File: src/rtl/rp_dma_ctrl_regs.sv
// DMA control register slave: AXI4-Lite config/status registers plus a small FSM that
// hands one latched command to the DMA engine, waits for done, and holds an IRQ until acked.
module rp_dma_ctrl_regs #(
   parameter int ADDR_WIDTH     = 16,
   parameter int DMA_ADDR_WIDTH = 64,
   parameter int LEN_WIDTH      = 32
) (
   input  logic                      clk,
   input  logic                      rst_n,
   input  logic [ADDR_WIDTH-1:0]     s_axil_awaddr,
   input  logic                      s_axil_awvalid,
   output logic                      s_axil_awready,
   input  logic [31:0]               s_axil_wdata,
   input  logic [3:0]                s_axil_wstrb,
   input  logic                      s_axil_wvalid,
   output logic                      s_axil_wready,
   output logic [1:0]                s_axil_bresp,
   output logic                      s_axil_bvalid,
   input  logic                      s_axil_bready,
   input  logic [ADDR_WIDTH-1:0]     s_axil_araddr,
   input  logic                      s_axil_arvalid,
   output logic                      s_axil_arready,
   output logic [31:0]               s_axil_rdata,
   output logic [1:0]                s_axil_rresp,
   output logic                      s_axil_rvalid,
   input  logic                      s_axil_rready,
   output logic                      cmd_valid,
   input  logic                      cmd_ready,
   output logic [DMA_ADDR_WIDTH-1:0] cmd_src_addr,
   output logic [DMA_ADDR_WIDTH-1:0] cmd_dst_addr,
   output logic [LEN_WIDTH-1:0]      cmd_len,
   output logic                      cmd_dir,
   input  logic                      dma_done,
   input  logic                      dma_err,
   output logic                      irq_req,
   input  logic                      irq_ack
);
   typedef enum logic [1:0] {ST_IDLE, ST_CMD, ST_BUSY, ST_IRQ} state_t;

   localparam logic [7:0] A_START  = 8'h00, A_SRC_LO = 8'h04, A_SRC_HI = 8'h08;
   localparam logic [7:0] A_DST_LO = 8'h0C, A_DST_HI = 8'h10, A_LEN    = 8'h14;
   localparam logic [7:0] A_DIR    = 8'h18, A_STATUS = 8'h1C, A_CLR    = 8'h20;

   state_t state_q, state_d;
   logic aw_got_q, aw_got_d, w_got_q, w_got_d;
   logic [7:0] waddr_q, waddr_d;
   logic [31:0] wdata_q, wdata_d;
   logic [3:0] wstrb_q, wstrb_d;
   logic awready_q, awready_d, wready_q, wready_d, bvalid_q, bvalid_d;
   logic arready_q, arready_d, rvalid_q, rvalid_d;
   logic [31:0] rdata_q, rdata_d;
   logic [31:0] src_lo_q, src_lo_d, src_hi_q, src_hi_d, dst_lo_q, dst_lo_d, dst_hi_q, dst_hi_d;
   logic [31:0] len_q, len_d;
   logic dir_q, dir_d, done_q, done_d, err_q, err_d, drop_q, drop_d;
   logic cmd_valid_q, cmd_valid_d, cmd_dir_q, cmd_dir_d, irq_q, irq_d;
   logic [DMA_ADDR_WIDTH-1:0] cmd_src_q, cmd_src_d, cmd_dst_q, cmd_dst_d;
   logic [LEN_WIDTH-1:0] cmd_len_q, cmd_len_d;
   logic do_write, start_wr, clr_wr;
   logic [63:0] src_full, dst_full;
   logic [31:0] rd_mux;
   logic unused_addr_hi;

   assign unused_addr_hi = ^{s_axil_awaddr[ADDR_WIDTH-1:8], s_axil_araddr[ADDR_WIDTH-1:8]};

   function automatic logic [31:0] merge(input logic [31:0] old, input logic [31:0] d,
                                         input logic [3:0] s);
      logic [31:0] r;
      r = old;
      for (int b = 0; b < 4; b++)
         if (s[b]) r[8*b +: 8] = d[8*b +: 8];
      return r;
   endfunction

   // Both beats captured and no response pending: commit the write this cycle.
   assign do_write = aw_got_q && w_got_q && !bvalid_q;
   assign start_wr = do_write && (waddr_q == A_START) && wstrb_q[0] && wdata_q[0];
   assign clr_wr   = do_write && (waddr_q == A_CLR) && wstrb_q[0];
   assign src_full = {src_hi_q, src_lo_q};
   assign dst_full = {dst_hi_q, dst_lo_q};

   always_comb begin
      aw_got_d = aw_got_q;
      w_got_d  = w_got_q;
      waddr_d  = waddr_q;
      wdata_d  = wdata_q;
      wstrb_d  = wstrb_q;
      bvalid_d = bvalid_q;
      if (s_axil_awvalid && awready_q) begin
         aw_got_d = 1'b1;
         waddr_d  = s_axil_awaddr[7:0];
      end
      if (s_axil_wvalid && wready_q) begin
         w_got_d = 1'b1;
         wdata_d = s_axil_wdata;
         wstrb_d = s_axil_wstrb;
      end
      if (do_write) begin
         aw_got_d = 1'b0;
         w_got_d  = 1'b0;
         bvalid_d = 1'b1;
      end else if (bvalid_q && s_axil_bready) begin
         bvalid_d = 1'b0;
      end
      awready_d = !aw_got_d && !bvalid_d;
      wready_d  = !w_got_d && !bvalid_d;
   end

   always_comb begin
      src_lo_d = src_lo_q;
      src_hi_d = src_hi_q;
      dst_lo_d = dst_lo_q;
      dst_hi_d = dst_hi_q;
      len_d    = len_q;
      dir_d    = dir_q;
      if (do_write) begin
         case (waddr_q)
            A_SRC_LO: src_lo_d = merge(src_lo_q, wdata_q, wstrb_q);
            A_SRC_HI: src_hi_d = merge(src_hi_q, wdata_q, wstrb_q);
            A_DST_LO: dst_lo_d = merge(dst_lo_q, wdata_q, wstrb_q);
            A_DST_HI: dst_hi_d = merge(dst_hi_q, wdata_q, wstrb_q);
            A_LEN:    len_d    = merge(len_q, wdata_q, wstrb_q);
            A_DIR:    if (wstrb_q[0]) dir_d = wdata_q[0];
            default:  ;
         endcase
      end
   end

   always_comb begin
      state_d     = state_q;
      cmd_valid_d = cmd_valid_q;
      cmd_src_d   = cmd_src_q;
      cmd_dst_d   = cmd_dst_q;
      cmd_len_d   = cmd_len_q;
      cmd_dir_d   = cmd_dir_q;
      done_d      = done_q;
      err_d       = err_q;
      drop_d      = drop_q;
      // Clears are applied first so a same-cycle set event overrides them.
      if (clr_wr) begin
         if (wdata_q[1]) done_d = 1'b0;
         if (wdata_q[2]) err_d  = 1'b0;
         if (wdata_q[3]) drop_d = 1'b0;
      end
      case (state_q)
         ST_IDLE: if (start_wr) begin
            if (len_q == 32'd0) begin
               done_d  = 1'b1;
               state_d = ST_IRQ;
            end else begin
               cmd_src_d   = src_full[DMA_ADDR_WIDTH-1:0];
               cmd_dst_d   = dst_full[DMA_ADDR_WIDTH-1:0];
               cmd_len_d   = len_q[LEN_WIDTH-1:0];
               cmd_dir_d   = dir_q;
               cmd_valid_d = 1'b1;
               state_d     = ST_CMD;
            end
         end
         ST_CMD: if (cmd_ready) begin
            cmd_valid_d = 1'b0;
            state_d     = ST_BUSY;
         end
         ST_BUSY: if (dma_done) begin
            done_d  = 1'b1;
            if (dma_err) err_d = 1'b1;
            state_d = ST_IRQ;
         end
         ST_IRQ: if (irq_ack) state_d = ST_IDLE;
         default: state_d = ST_IDLE;
      endcase
      if (start_wr && state_q != ST_IDLE) drop_d = 1'b1;
      irq_d = (state_d == ST_IRQ);
   end

   always_comb begin
      rd_mux = 32'd0;
      case (s_axil_araddr[7:0])
         A_SRC_LO: rd_mux = src_lo_q;
         A_SRC_HI: rd_mux = src_hi_q;
         A_DST_LO: rd_mux = dst_lo_q;
         A_DST_HI: rd_mux = dst_hi_q;
         A_LEN:    rd_mux = len_q;
         A_DIR:    rd_mux = {31'd0, dir_q};
         A_STATUS: rd_mux = {28'd0, drop_q, err_q, done_q, state_q != ST_IDLE};
         default:  rd_mux = 32'd0;
      endcase
      rvalid_d = rvalid_q;
      rdata_d  = rdata_q;
      if (s_axil_arvalid && arready_q) begin
         rvalid_d = 1'b1;
         rdata_d  = rd_mux;
      end else if (rvalid_q && s_axil_rready) begin
         rvalid_d = 1'b0;
      end
      arready_d = !rvalid_d;
   end

   always_ff @(posedge clk) begin
      if (!rst_n) begin
         state_q <= ST_IDLE;
         aw_got_q <= 1'b0;  w_got_q <= 1'b0;  waddr_q <= '0;  wdata_q <= '0;  wstrb_q <= '0;
         awready_q <= 1'b0; wready_q <= 1'b0; bvalid_q <= 1'b0;
         arready_q <= 1'b0; rvalid_q <= 1'b0; rdata_q <= '0;
         src_lo_q <= '0; src_hi_q <= '0; dst_lo_q <= '0; dst_hi_q <= '0; len_q <= '0;
         dir_q <= 1'b0; done_q <= 1'b0; err_q <= 1'b0; drop_q <= 1'b0;
         cmd_valid_q <= 1'b0; cmd_src_q <= '0; cmd_dst_q <= '0; cmd_len_q <= '0;
         cmd_dir_q <= 1'b0; irq_q <= 1'b0;
      end else begin
         state_q <= state_d;
         aw_got_q <= aw_got_d; w_got_q <= w_got_d; waddr_q <= waddr_d;
         wdata_q <= wdata_d;   wstrb_q <= wstrb_d;
         awready_q <= awready_d; wready_q <= wready_d; bvalid_q <= bvalid_d;
         arready_q <= arready_d; rvalid_q <= rvalid_d; rdata_q <= rdata_d;
         src_lo_q <= src_lo_d; src_hi_q <= src_hi_d; dst_lo_q <= dst_lo_d;
         dst_hi_q <= dst_hi_d; len_q <= len_d;
         dir_q <= dir_d; done_q <= done_d; err_q <= err_d; drop_q <= drop_d;
         cmd_valid_q <= cmd_valid_d; cmd_src_q <= cmd_src_d; cmd_dst_q <= cmd_dst_d;
         cmd_len_q <= cmd_len_d; cmd_dir_q <= cmd_dir_d; irq_q <= irq_d;
      end
   end

   assign s_axil_awready = awready_q;
   assign s_axil_wready  = wready_q;
   assign s_axil_bvalid  = bvalid_q;
   assign s_axil_bresp   = 2'b00;
   assign s_axil_arready = arready_q;
   assign s_axil_rvalid  = rvalid_q;
   assign s_axil_rdata   = rdata_q;
   assign s_axil_rresp   = 2'b00;
   assign cmd_valid      = cmd_valid_q;
   assign cmd_src_addr   = cmd_src_q;
   assign cmd_dst_addr   = cmd_dst_q;
   assign cmd_len        = cmd_len_q;
   assign cmd_dir        = cmd_dir_q;
   assign irq_req        = irq_q;
endmodule

File: config.mk
export PLATFORM = sky130hd
export DESIGN_NAME = rp_dma_ctrl_regs
export DESIGN_NICKNAME = d
export VERILOG_FILES = /design/src/rtl/rp_dma_ctrl_regs.sv
export SDC_FILE = /design/constraint.sdc
export NUM_CORES = 1
export LEC_CHECK = 0
export CORE_MARGIN = 5
export CORE_UTILIZATION = 48
export DETAILED_ROUTE_END_ITERATION = 16
export DONT_BUFFER_PORTS = 1
export HOLD_SLACK_MARGIN = 0.05
export PLACE_DENSITY_LB_ADDON = 0.25
export SLEW_MARGIN = 20
export SYNTH_ARGS = -nofsm -noshare
export SYNTH_HDL_FRONTEND = slang
export SYNTH_SLANG_ARGS = --single-unit
File: constraint.sdc
create_clock -name clk -period 2.5 [get_ports clk]
set_input_delay 0.375 -clock clk [delete_from_list [all_inputs] [get_ports clk]]
set_output_delay 0.375 -clock clk [all_outputs]
set_load 0.1 [all_outputs]
# Word-level counts from Yosys, hierarchy flattened
# Cells that the tools add are included.
dict set report classes {
  reduce_logical 51
  add_sub_neg 0
  div_mod_pow 0
  shift 0
  n_mul 0
  magnitude_cmp 0
  bitwise 1
  n_mux 33
  n_eq_ne 21
}
# operator count
set op_table {}
lappend op_table {{one-hot mux 32 bit (7 select lines)} 1}
lappend op_table {{AND reduction 3 bit} 22}
lappend op_table {{== test 8 x 5 -> 1 bit (second input constant)} 7}
lappend op_table {{== test 8 x 4 -> 1 bit (second input constant)} 4}
lappend op_table {{logical NOT 32 bit} 1}
lappend op_table {{2-to-1 mux 1 bit} 24}
lappend op_table {{== test 8 x 3 -> 1 bit (second input constant)} 2}
lappend op_table {{logical AND 1 bit} 15}
lappend op_table {{2-to-1 mux 2 bit} 5}
lappend op_table {{== test 8 x 6 -> 1 bit (second input constant)} 1}
lappend op_table {{logical NOT 8 bit} 1}
lappend op_table {{one-hot mux 2 bit (4 select lines)} 1}
lappend op_table {{nonzero test 2 bit} 4}
lappend op_table {{== test 2 bit (second input constant)} 3}
lappend op_table {{inequality test 2 bit (second input constant)} 3}
lappend op_table {{logical NOT 1 bit} 5}
lappend op_table {{one-hot mux 1 bit (2 select lines)} 2}
lappend op_table {{AND reduction 4 bit} 1}
lappend op_table {{== test 2 x 1 -> 1 bit (second input constant)} 1}
lappend op_table {{logical NOT 2 bit} 1}
lappend op_table {{AND reduction 2 bit} 1}
lappend op_table {{inverter 1 bit} 1}
dict set report word_totals {
  mem_bits_ro 0
  latchBits 0
  word_cells 148
  mem_count 0
  ff_bits 412
  ramBits 0
}

# Longest topological paths before layout
# Gate-level depths: netlist of the first run.
dict set report depth {
  depth_word 8
  mapped_depth 9
  ltp_nobuf 4
}

# Worst setup path before layout of the first run
# Ideal clock, no wire load.
dict set report synth_timing {
  path_kind {reg-to-reg}
  start {reg bvalid_q (netlist: s_axil_bvalid)}
  end {reg cmd_dst_q[47] (netlist: cmd_dst_addr[47])}
  path_stages_with_launch 9
  t_arrival_ns 2.313
  t_required_ns 2.428
  path_slack_ns 0.115
  n_path_buf 4
  cell_sequence {dfxtp_1 -> and4b_1 -> clkbuf_1 -> nand4_1 -> a2111oi_2 -> buf_4 -> buf_6 -> buf_6 -> mux2i_1}
}
dict set report synth_via {
  elab_chain_cells 6
}
# element line
set synth_rtl {}
lappend synth_rtl {{start: declaration} 49} ;# logic awready_q, awready_d, wready_q, wready_d, bvalid_q, bvalid_d;
lappend synth_rtl {{start signal: assignment} 211} ;# awready_q <= awready_d; wready_q <= wready_d; bvalid_q <= bvalid_d;
lappend synth_rtl {{logical NOT 1 bit} 75} ;# assign do_write = aw_got_q && w_got_q && !bvalid_q;
lappend synth_rtl {{logical AND 1 bit} 75}
lappend synth_rtl {{logical AND 1 bit (3 in a row)} 76} ;# assign start_wr = do_write && (waddr_q == A_START) && wstrb_q[0] && wdata_q[0];
lappend synth_rtl {{AND reduction 3 bit (no line)} n/a}
lappend synth_rtl {{end signal: assignment} 216} ;# cmd_valid_q <= cmd_valid_d; cmd_src_q <= cmd_src_d; cmd_dst_q <= cmd_dst_d;
lappend synth_rtl {{end: declaration} 56} ;# logic [DMA_ADDR_WIDTH-1:0] cmd_src_q, cmd_src_d, cmd_dst_q, cmd_dst_d;
# Every way passes these cells.
# A chain may end at the register's enable or synchronous reset.

# Worst setup path after layout of the first run
dict set report layout_timing {
  start {reg waddr_q[2]}
  end {reg cmd_dst_q[20] (netlist: cmd_dst_addr[20])}
}
dict set report layout_via {
  elab_chain_cells 5
}
# element line
set layout_rtl {}
lappend layout_rtl {{start: declaration} 46} ;# logic [7:0] waddr_q, waddr_d;
lappend layout_rtl {{start signal: assignment} 209} ;# aw_got_q <= aw_got_d; w_got_q <= w_got_d; waddr_q <= waddr_d;
lappend layout_rtl {{logical NOT 8 bit} 76}
lappend layout_rtl {{logical AND 1 bit (3 in a row)} 76}
lappend layout_rtl {{AND reduction 3 bit (no line)} n/a}
# Every way passes these cells.

==> run summary, run 1 <==
The number of port buffers is 0, and the area of the core is 34600 um2. The number of enable flip-flop cells after synthesis is 0, and the horizontal die dimension is 197 um. The synthesized flop and latch total was 412; the layout filler cell count was 2929. The proportion of power drawn by flip-flops and latches is 0.473. The most used flip-flop cell after synthesis was sky130_fd_sc_hd__dfxtp_1.

The library cell used most frequently in the layout, excluding fill and tap cells, is sky130_fd_sc_hd__nand2_1. In this run the remaining antenna-violating nets after routing total 0. The total overflow left after global routing is 0. Share of the clock period used by the worst path after layout: 0.940.

The net switching power came out at 3.27 mW. Along the worst hold path, the cell count comes to 2. In the layout the commonest cells are 435 x sky130_fd_sc_hd__nand2_1, 412 x sky130_fd_sc_hd__dfxtp_1, 336 x sky130_fd_sc_hd__mux2i_1. In this run the deepest clock path goes through 3 buffers. The die outline height was 197 um; the number of distinct standard cells referenced by the synthesized netlist was 54. For the portion of the post-synthesis area used by sequential elements, the log shows 0.489.

The total of endpoints with negative setup slack in the final report was 0. The kind of cell adding the most delay to the critical path was simple AND/OR/NAND/NOR gates. Transition time of the tightest slew-check pin: 0.882 ns. The worst setup path is launched from a flip-flop. The worst ir drop on vdd is 0.000476 V, and the total clock buffers created by CTS is 43. For the largest net degree at the start of global routing, the log shows 260.

The H-tree was split into 2 levels. The final number of hold-violating endpoints came out at 0. The analysis attributes to cell leakage a power of 7.83 nW.

The tools report the arrival time of data at the critical path endpoint as 2.79 ns. Logic depth of the worst register-to-register path: 6. The flow ran to the end, and the final reports show no timing, DRC or antenna violations. Data on the critical path is required at its endpoint by 2.94 ns. The setup clock skew after layout is 0.0153 ns. The initial core utilization is 0.487.

The maximum net fanout on the critical path works out to 52. The synthesized netlist occupies a cell area of 16900 um2. The area growth from synthesis to layout is 24.4%. The switching share of power is 0.230, and the post-layout minimum cycle time is 2.35 ns. After clock tree synthesis, the clock-pin slew on the worst setup and hold paths is 0.06 ns.

The via count of the first global-routing pass was 13600. The global placement routability congestion was 0.826. The mean cell area of the mapped netlist was 9.40 um2. TritonCTS built the clock tree. The longest individual stage delay on the worst path was 0.41 ns. The number of antenna diodes in the final layout is 0.

The critical path class is flip-flop to flip-flop. The final layout contains 2107 nets. For the violation count after the first detailed-routing iteration, the log shows 1049.

Async set-reset flop share out of synthesis: 0. Setup repair after global routing left no endpoint under its margin. Derived from the worst setup path, the maximum achievable clock frequency is 0.426 GHz. The initial antenna violation count was 0; the final-layout setup total negative slack was 0 ns.

The master of the slowest instance on the critical path was sky130_fd_sc_hd__nor4_1. Total count of max-transition violations in the final report: 0. The number of buffers and inverters on the critical path is 2, and the number of max-cap violations is 0. The tools report the clock group share of total power as 0.467. The number of cells on the critical path came out at 6.

The worst hold-check path type was input pin to flip-flop. 283 I/O pins were placed. The detailed-route wire length per cell was 20.1 um; the final wirelength was 50600 um. The power density over the cells was 676 nW/um2; the first-pass GRT wire length was 78300 um. Kind of end point of the critical path: a flip-flop. After detailed routing, the number of remaining DRC violations is 0. The layout cell share with drive strength beyond 1 is 0.180, and the total number of placement rows is 68. The run gives 0.53 ns as the worst-skew pair later-pin latency. The critical path goes through nor4_1 > nand4_1 > a2111oi_4 > buf_4 > buf_12 > mux2i_1.

For this design, the sink count on the clock tree is 412. The internal power component was 10.9 mW; the total half-perimeter wirelength after legalization and detailed placement was 33200 um. The number of detailed-route iterations in the first pass is 5, and the average via count per standard cell is 5.49. For the global routing usage summed across all routing layers, the log shows 0.250.

The count of yosys warnings during synthesis was 0. The logs give 0.410 for the remaining max-slew budget at the tightest pin and 13800 for the number of vias after detailed routing. Total power: 14.2 mW.

The floorplan die area is 39000 um2. The part of the power in combinational logic is 0.060. The tree is rooted in a sky130_fd_sc_hd__clkbuf_16. Synthesis handed over a netlist of 1794 instances.
-- logic make-up (layout without fill, tap and decap cells) --
| kind of cell | Yosys count | after routing | share of synthesized area |
|---|---|---|---|
| mux | 341 | 341 | 0.204 |
| other cells | 1 | 4 | 0.000222 |
| simple gates | 704 | 704 | 0.187 |
| buf+inv | 143 | 407 | 0.0399 |
| flops | 412 | 412 | 0.489 |
| compound gates | 193 | 193 | 0.0801 |
-- power groups by stage --
stage	clock (mW)	sequential (mW)	combinational [mW]
2_1_floorplan	0	7.07	0.408
3_3_place_gp	0	6.84	0.716
3_5_place_dp	0	6.85	0.725
4_1_cts	6.73	6.70	0.835
5_1_grt	7.02	6.71	0.885
6_report	6.62	6.70	0.844
-- flip-flops by register name, summed over array words and instances, names as in the netlist, 2 cells and up --
| signal | count |
|---|---|
| src_lo_q | 32 |
| cmd_src_addr | 64 |
| waddr_q | 8 |
| len_q | 32 |
| cmd_len | 32 |
| src_hi_q | 32 |
| dst_lo_q | 32 |
| wdata_q | 32 |
| s_axil_rdata | 32 |
| cmd_dst_addr | 64 |
| wstrb_q | 4 |
| dst_hi_q | 32 |
| state_q | 2 |
-- metal layers --
metal  part of all wire  track usage
met1               0.44        0.342
met2               0.47        0.407
met3              0.069       0.0454
met4              0.026       0.0755
met5                  0            0
-- repair_timing --
item	4_1_cts	5_1_grt
buffers inserted	0	1
hold buffers	56	1
endpoints found under the hold margin	128	1
endpoints found under the setup margin	0	116
resized for setup	0	0
-- metrics by stage --
step / setup slack [ns] / hold slack [ns] / area, um2 / utilization / cells
final: 0.150 / 0.0813 / 21000 / 0.606 / 2516
after global routing: 0.0306 / 0.0683 / 21000 / 0.606 / 2516
after CTS: 0.00776 / 0.0505 / 21000 / 0.605 / 2514
after detailed placement: 0.0376 / 0.449 / 18900 / 0.545 / 2380
after global placement: 0.120 / 0.444 / 18900 / 0.545 / 2380
after floorplan: 0.115 / 0.440 / 16900 / - / 1797
-- synthesized netlist by cell type, drive strengths merged, types with 2 or more instances --
| library cell | n | share of area |
|---|---|---|
| nand2 | 435 | 0.097 |
| dfxtp | 412 | 0.49 |
| mux2i | 336 | 0.20 |
| nor2 | 165 | 0.037 |
| clkbuf | 100 | 0.022 |
| a21oi | 51 | 0.015 |
| buf | 39 | 0.017 |
| o2bb2ai | 28 | 0.015 |
| nand3 | 27 | 0.0086 |
| nor4 | 25 | 0.021 |
| o21ai | 21 | 0.0062 |
| a31oi | 19 | 0.0071 |
| a22oi | 18 | 0.0080 |
| o211ai | 17 | 0.0076 |
| a211oi | 13 | 0.0058 |
| a222oi | 12 | 0.0071 |
| nand4 | 7 | 0.0033 |
| nor3 | 5 | 0.0015 |
| a221oi | 4 | 0.0021 |
| and3 | 4 | 0.0015 |
| and4b | 4 | 0.0024 |
| mux2 | 4 | 0.0027 |
| nand4b | 4 | 0.0021 |
| nor4b | 4 | 0.0021 |
| a32o | 3 | 0.0018 |
| and2 | 3 | 0.0011 |
| and4 | 3 | 0.0016 |
| inv | 3 | 0.00067 |
| nand2b | 3 | 0.0011 |
| or4 | 3 | 0.0013 |
| a21boi | 2 | 0.00089 |
| nand3b | 2 | 0.00089 |
| nor2b | 2 | 0.00074 |
| o21a | 2 | 0.00089 |
| or3 | 2 | 0.00074 |
| or3b | 2 | 0.0010 |
| or4b | 2 | 0.0012 |
-- cell type report --
cell class / count / area, um2 / area share
clock buffer: 69 / 1370 / 0.0652
clock inverter: 9 / 124 / 0.00591
inverter: 4 / 20.0 / 0.000955
multi-input combinational: 1242 / 7990 / 0.381
sequential: 412 / 8250 / 0.393
tap: 455 / 569 / 0.0272
timing repair buffer: 325 / 2650 / 0.126
-- path summary, 6_finish.rpt --
check                         from                to  slack, ns
setup / recovery        waddr_q[2]  cmd_dst_addr[20]       0.15
hold / removal       s_axil_bready     s_axil_bvalid       0.08
setup reg to reg        waddr_q[2]  cmd_dst_addr[20]       0.15
hold reg to reg   cmd_src_addr[53]  cmd_src_addr[53]       0.46
Note: power is estimated with default switching activity, not from simulation.
==> run 2, diff against run 1 <==
--- a/config.mk
+++ b/config.mk
@@ -5,6 +5,7 @@
 export SDC_FILE = /design/constraint.sdc
 export NUM_CORES = 1
 export LEC_CHECK = 0
+export ABC_AREA = 1
 export CORE_MARGIN = 5
 export CORE_UTILIZATION = 48
 export DETAILED_ROUTE_END_ITERATION = 16
==> run summary, run 2 <==
The run gives 0.0160 ns (was 0.0153 ns) as the setup clock skew after layout. The tools report the reg-to-reg critical path endpoint as cmd_src_addr[32] (was cmd_dst_addr[20]). For the worst-skew pair later-pin latency, the log shows 0.56 ns (was 0.53 ns). The synthesized flop and latch total came out at 412 (unchanged). For the final wirelength, the log shows 54200 um (was 50600 um).

First-pass GRT wire length: 85000 um (was 78300 um). The run gives 0.000508 V (was 0.000476 V) as the worst ir drop on vdd. The clock-pin transition on the worst setup and hold timing paths was 0.06 ns (about the same). Maximum clock insertion buffer count: 3 (unchanged). Final antenna-violating net count: 0 (unchanged). The worst setup slack before clock tree synthesis is 0.412 ns (was 0.0376 ns), and the synthesis-to-finish area growth is 35.2% (was 24.4%). Multi-input combinational cell area: 6700 um2 (was 7990 um2). The average via count per standard cell came out at 5.22 (was 5.49).

Last element of the critical path: cmd_src_addr[32] (was cmd_dst_addr[20]). The run gives 1221 (was 1049) as the violation count after the first detailed-routing iteration. The element type at the critical path start is a flip-flop (unchanged). The kind of end point of the critical path is a flip-flop (unchanged). Transition time of the tightest slew-check pin: 0.895 ns (was 0.882 ns). Most area-hungry cell type in the Yosys netlist: sky130_fd_sc_hd__dfxtp_1 (unchanged). The logs give 0.403 (was 0.410) for the remaining max-slew budget at the tightest pin and 2 (unchanged) for the H-tree depth. Area taken by flip-flops and latches: 8250 um2 (about the same). Most repeated cell in the gate-level netlist after synthesis: sky130_fd_sc_hd__nor2_1 (was sky130_fd_sc_hd__nand2_1). The area of the core is 34300 um2 (was 34600 um2), and the number of port buffers is 0 (unchanged). The flow ran to the end, and the final reports show no timing, DRC or antenna violations. The start of the worst register-to-register path is aw_got_q (was waddr_q[2]). The number of max-cap violations is 0 (unchanged), and the die outline height is 196 um (was 197 um). The maximum net fanout on the critical path is 12 (was 52), and the largest net degree at the start of global routing is 361 (was 260). The cell area after synthesis is 16500 um2 (was 16900 um2), and the power density over the cells is 630 nW/um2 (was 676 nW/um2). The total half-perimeter wirelength after legalization and detailed placement is 33000 um (was 33200 um). The tools report the total number of placement rows as 68 (unchanged).

The logs give 412 (unchanged) for the sink count of the clock tree and 44 (was 43) for the total clock buffers created by CTS. Leading cell types by count after synthesis: 422 x sky130_fd_sc_hd__nor2_1, 419 x sky130_fd_sc_hd__nand2_1, 412 x sky130_fd_sc_hd__dfxtp_1 (was 435 x sky130_fd_sc_hd__nand2_1, 412 x sky130_fd_sc_hd__dfxtp_1, 336 x sky130_fd_sc_hd__mux2i_1). Async set-reset flop share out of synthesis: 0 (unchanged). The tools report the count of yosys warnings during synthesis as 0 (unchanged).

For the static leakage, the log shows 10.4 nW (was 7.83 nW). Final-layout setup total negative slack: 0 ns (unchanged). The flop-to-flop setup slack is 0.12 ns (was 0.15 ns), and the number of distinct standard cells referenced by the synthesized netlist is 24 (was 54). The floorplan die area is 38200 um2 (was 39000 um2), and the I/O pin total is 283 (unchanged).

The number of detailed-route iterations in the first pass is 5 (unchanged). The global routing usage summed across all routing layers was 0.269 (was 0.250). The logic depth of the worst register-to-register path was 12 (was 6). The arrival time of data at the critical path endpoint was 2.87 ns (was 2.79 ns).

The critical path launch point was aw_got_q (was waddr_q[2]). The worst hold-check path type is input pin to flip-flop (unchanged). The root buffer cell is sky130_fd_sc_hd__clkbuf_16 (unchanged). The required arrival time at the worst endpoint came out at 2.99 ns (was 2.94 ns). The post-layout minimum cycle time came out at 2.38 ns (was 2.35 ns).

The horizontal die dimension was 196 um (was 197 um); the mean cell area of the mapped netlist was 7.08 um2 (was 9.40 um2). Total of endpoints with negative setup slack in the final report: 0 (unchanged). Leading cell types in the layout, fill and taps excluded: 414 x sky130_fd_sc_hd__nand2_1, 414 x sky130_fd_sc_hd__nor2_1, 411 x sky130_fd_sc_hd__dfxtp_1 (was 435 x sky130_fd_sc_hd__nand2_1, 412 x sky130_fd_sc_hd__dfxtp_1, 336 x sky130_fd_sc_hd__mux2i_1).

Layout filler cell count: 2905 (was 2929). For the worst setup slack after layout, the log shows 0.119 ns (was 0.150 ns). The detailed-route wire length per cell is 16.9 um (was 20.1 um). Cell types occupying the most area after synthesis: sky130_fd_sc_hd__dfxtp_1 50%, sky130_fd_sc_hd__nor2_1 9.6%, sky130_fd_sc_hd__nand2_1 9.5% (was sky130_fd_sc_hd__dfxtp_1 49%, sky130_fd_sc_hd__mux2i_1 20%, sky130_fd_sc_hd__nand2_1 9.7%). The run gives 0.482 (was 0.487) as the initial core utilization.

Via count of the first global-routing pass: 16500 (was 13600). The most used flip-flop cell after synthesis is sky130_fd_sc_hd__dfxtp_1 (unchanged). The final number of hold-violating endpoints is 0 (unchanged), and the global placement routability congestion is 0.866 (was 0.826). The initial antenna violation count is 0 (unchanged). Layout cell share with drive strength beyond 1: 0.132 (was 0.180). The critical path class was flip-flop to flip-flop (unchanged). The number of vias after detailed routing was 16700 (was 13800); the total count of max-transition violations in the final report was 0 (unchanged). The run gives 0.499 (was 0.489) as the portion of the post-synthesis area used by sequential elements. The DRC violations left was 0 (unchanged).

The synthesized instance count is 2333 (was 1794). Setup repair after global routing left no endpoint under its margin. The worst hold margin is 0.0629 ns (was 0.0813 ns), and the number of nets at the end of the flow is 2790 (was 2107). The fmax is 0.420 GHz (was 0.426 GHz), and the total congestion overflow is 0 (unchanged). The share of the clock period used by the worst path after layout works out to 0.952 (was 0.940). The number of enable flip-flop cells after synthesis works out to 0 (unchanged). TritonCTS built the clock tree.

The fraction of post-synthesis cell area in the top cell type by area works out to 0.499 (was 0.489).
-- run 2: changes by cell type after synthesis, sizes merged, moves of 23 or more --
cell,change
mux2i,-336
o21ai,+230
o2bb2ai,-28
a21oi,+174
nor2,+262
buf,+23
nand3,+145
nor4,-23
inv,+255
-- run 2: how the worst min path moves through the flow --
stage                  start               end  slack (ns)  cells past startpoint
global placement     w_got_q     s_axil_wready        0.44                      1
detailed placement  aw_got_q    s_axil_awready        0.45                      1
CTS                    rst_n  cmd_dst_addr[35]       -0.05                      2
global route           rst_n   cmd_dst_addr[0]      -0.002                      2
finish                 rst_n  cmd_src_addr[37]        0.06                      2
floorplan            w_got_q     s_axil_wready        0.43                      1
-- run 2: cell type report --
type | instances | area share
Inverter | 259 | 0.0442
Clock buffer | 62 | 0.0605
Antenna cell | 1 | 0.000112
Sequential cell | 412 | 0.369
Clock inverter | 20 | 0.00835
Tap cell | 455 | 0.0255
Timing Repair Buffer | 474 | 0.192
Multi-Input combinational cell | 1520 | 0.300
-- run 2: per-stage QoR --
step	power, mW	cell area [um2]	util	cells
2_1_floorplan	7.16	16500	-	2336
3_3_place_gp	7.21	18400	0.536	2885
3_5_place_dp	7.23	18400	0.536	2885
4_1_cts	14.1	22100	0.646	3188
5_1_grt	14.5	22300	0.651	3202
6_report	14.1	22300	0.651	3203
-- run 2: power breakdown --
part	leakage, nW	switching [mW]	internal (mW)	total, mW
sequential	3.33	0.0305	6.63	6.66
clock	0.782	2.73	4.08	6.82
combinational	6.26	0.391	0.205	0.596
total	10.4	3.16	10.9	14.1
-- run 2: critical path: stages (launching register included) --
cell,delay (ns)
sky130_fd_sc_hd__dfxtp_1,0.35
sky130_fd_sc_hd__nand2_1,0.12
sky130_fd_sc_hd__nor2_4,0.21
sky130_fd_sc_hd__nand2_4,0.12
sky130_fd_sc_hd__nor2_4,0.12
sky130_fd_sc_hd__nand2_1,0.12
sky130_fd_sc_hd__nor2_4,0.20
sky130_fd_sc_hd__nand2_8,0.10
sky130_fd_sc_hd__buf_4,0.19
sky130_fd_sc_hd__nand2_1,0.06
sky130_fd_sc_hd__nand2_1,0.05
sky130_fd_sc_hd__dlygate4sd3_1,0.58
sky130_fd_sc_hd__nor2_1,0.09
-- run 2: timing repair --
item,4_1_cts,5_1_grt
endpoints found under the setup margin,0,55
endpoints found under the hold margin,343,48
hold buffers,221,1
setup buffers,0,12
resized for setup,0,14
-- run 2: logic make-up (layout without fill, tap and decap cells) --
kind of cell	count (synthesis)	in the layout	synth area share
simple gates	1030	1031	0.251
compound gates	485	485	0.148
flops	412	412	0.499
buf+inv	405	815	0.101
other cells	1	5	0.000227
-- run 2: layer usage --
layer | up-vias | track usage | wire length [um]
met5 | - | 0 | 0
met4 | 0 | 0.112 | 2200
met3 | 150 | 0.0647 | 4770
met2 | 662 | 0.461 | 25900
met1 | 7789 | 0.325 | 21300
li1 | 8123 | - | -
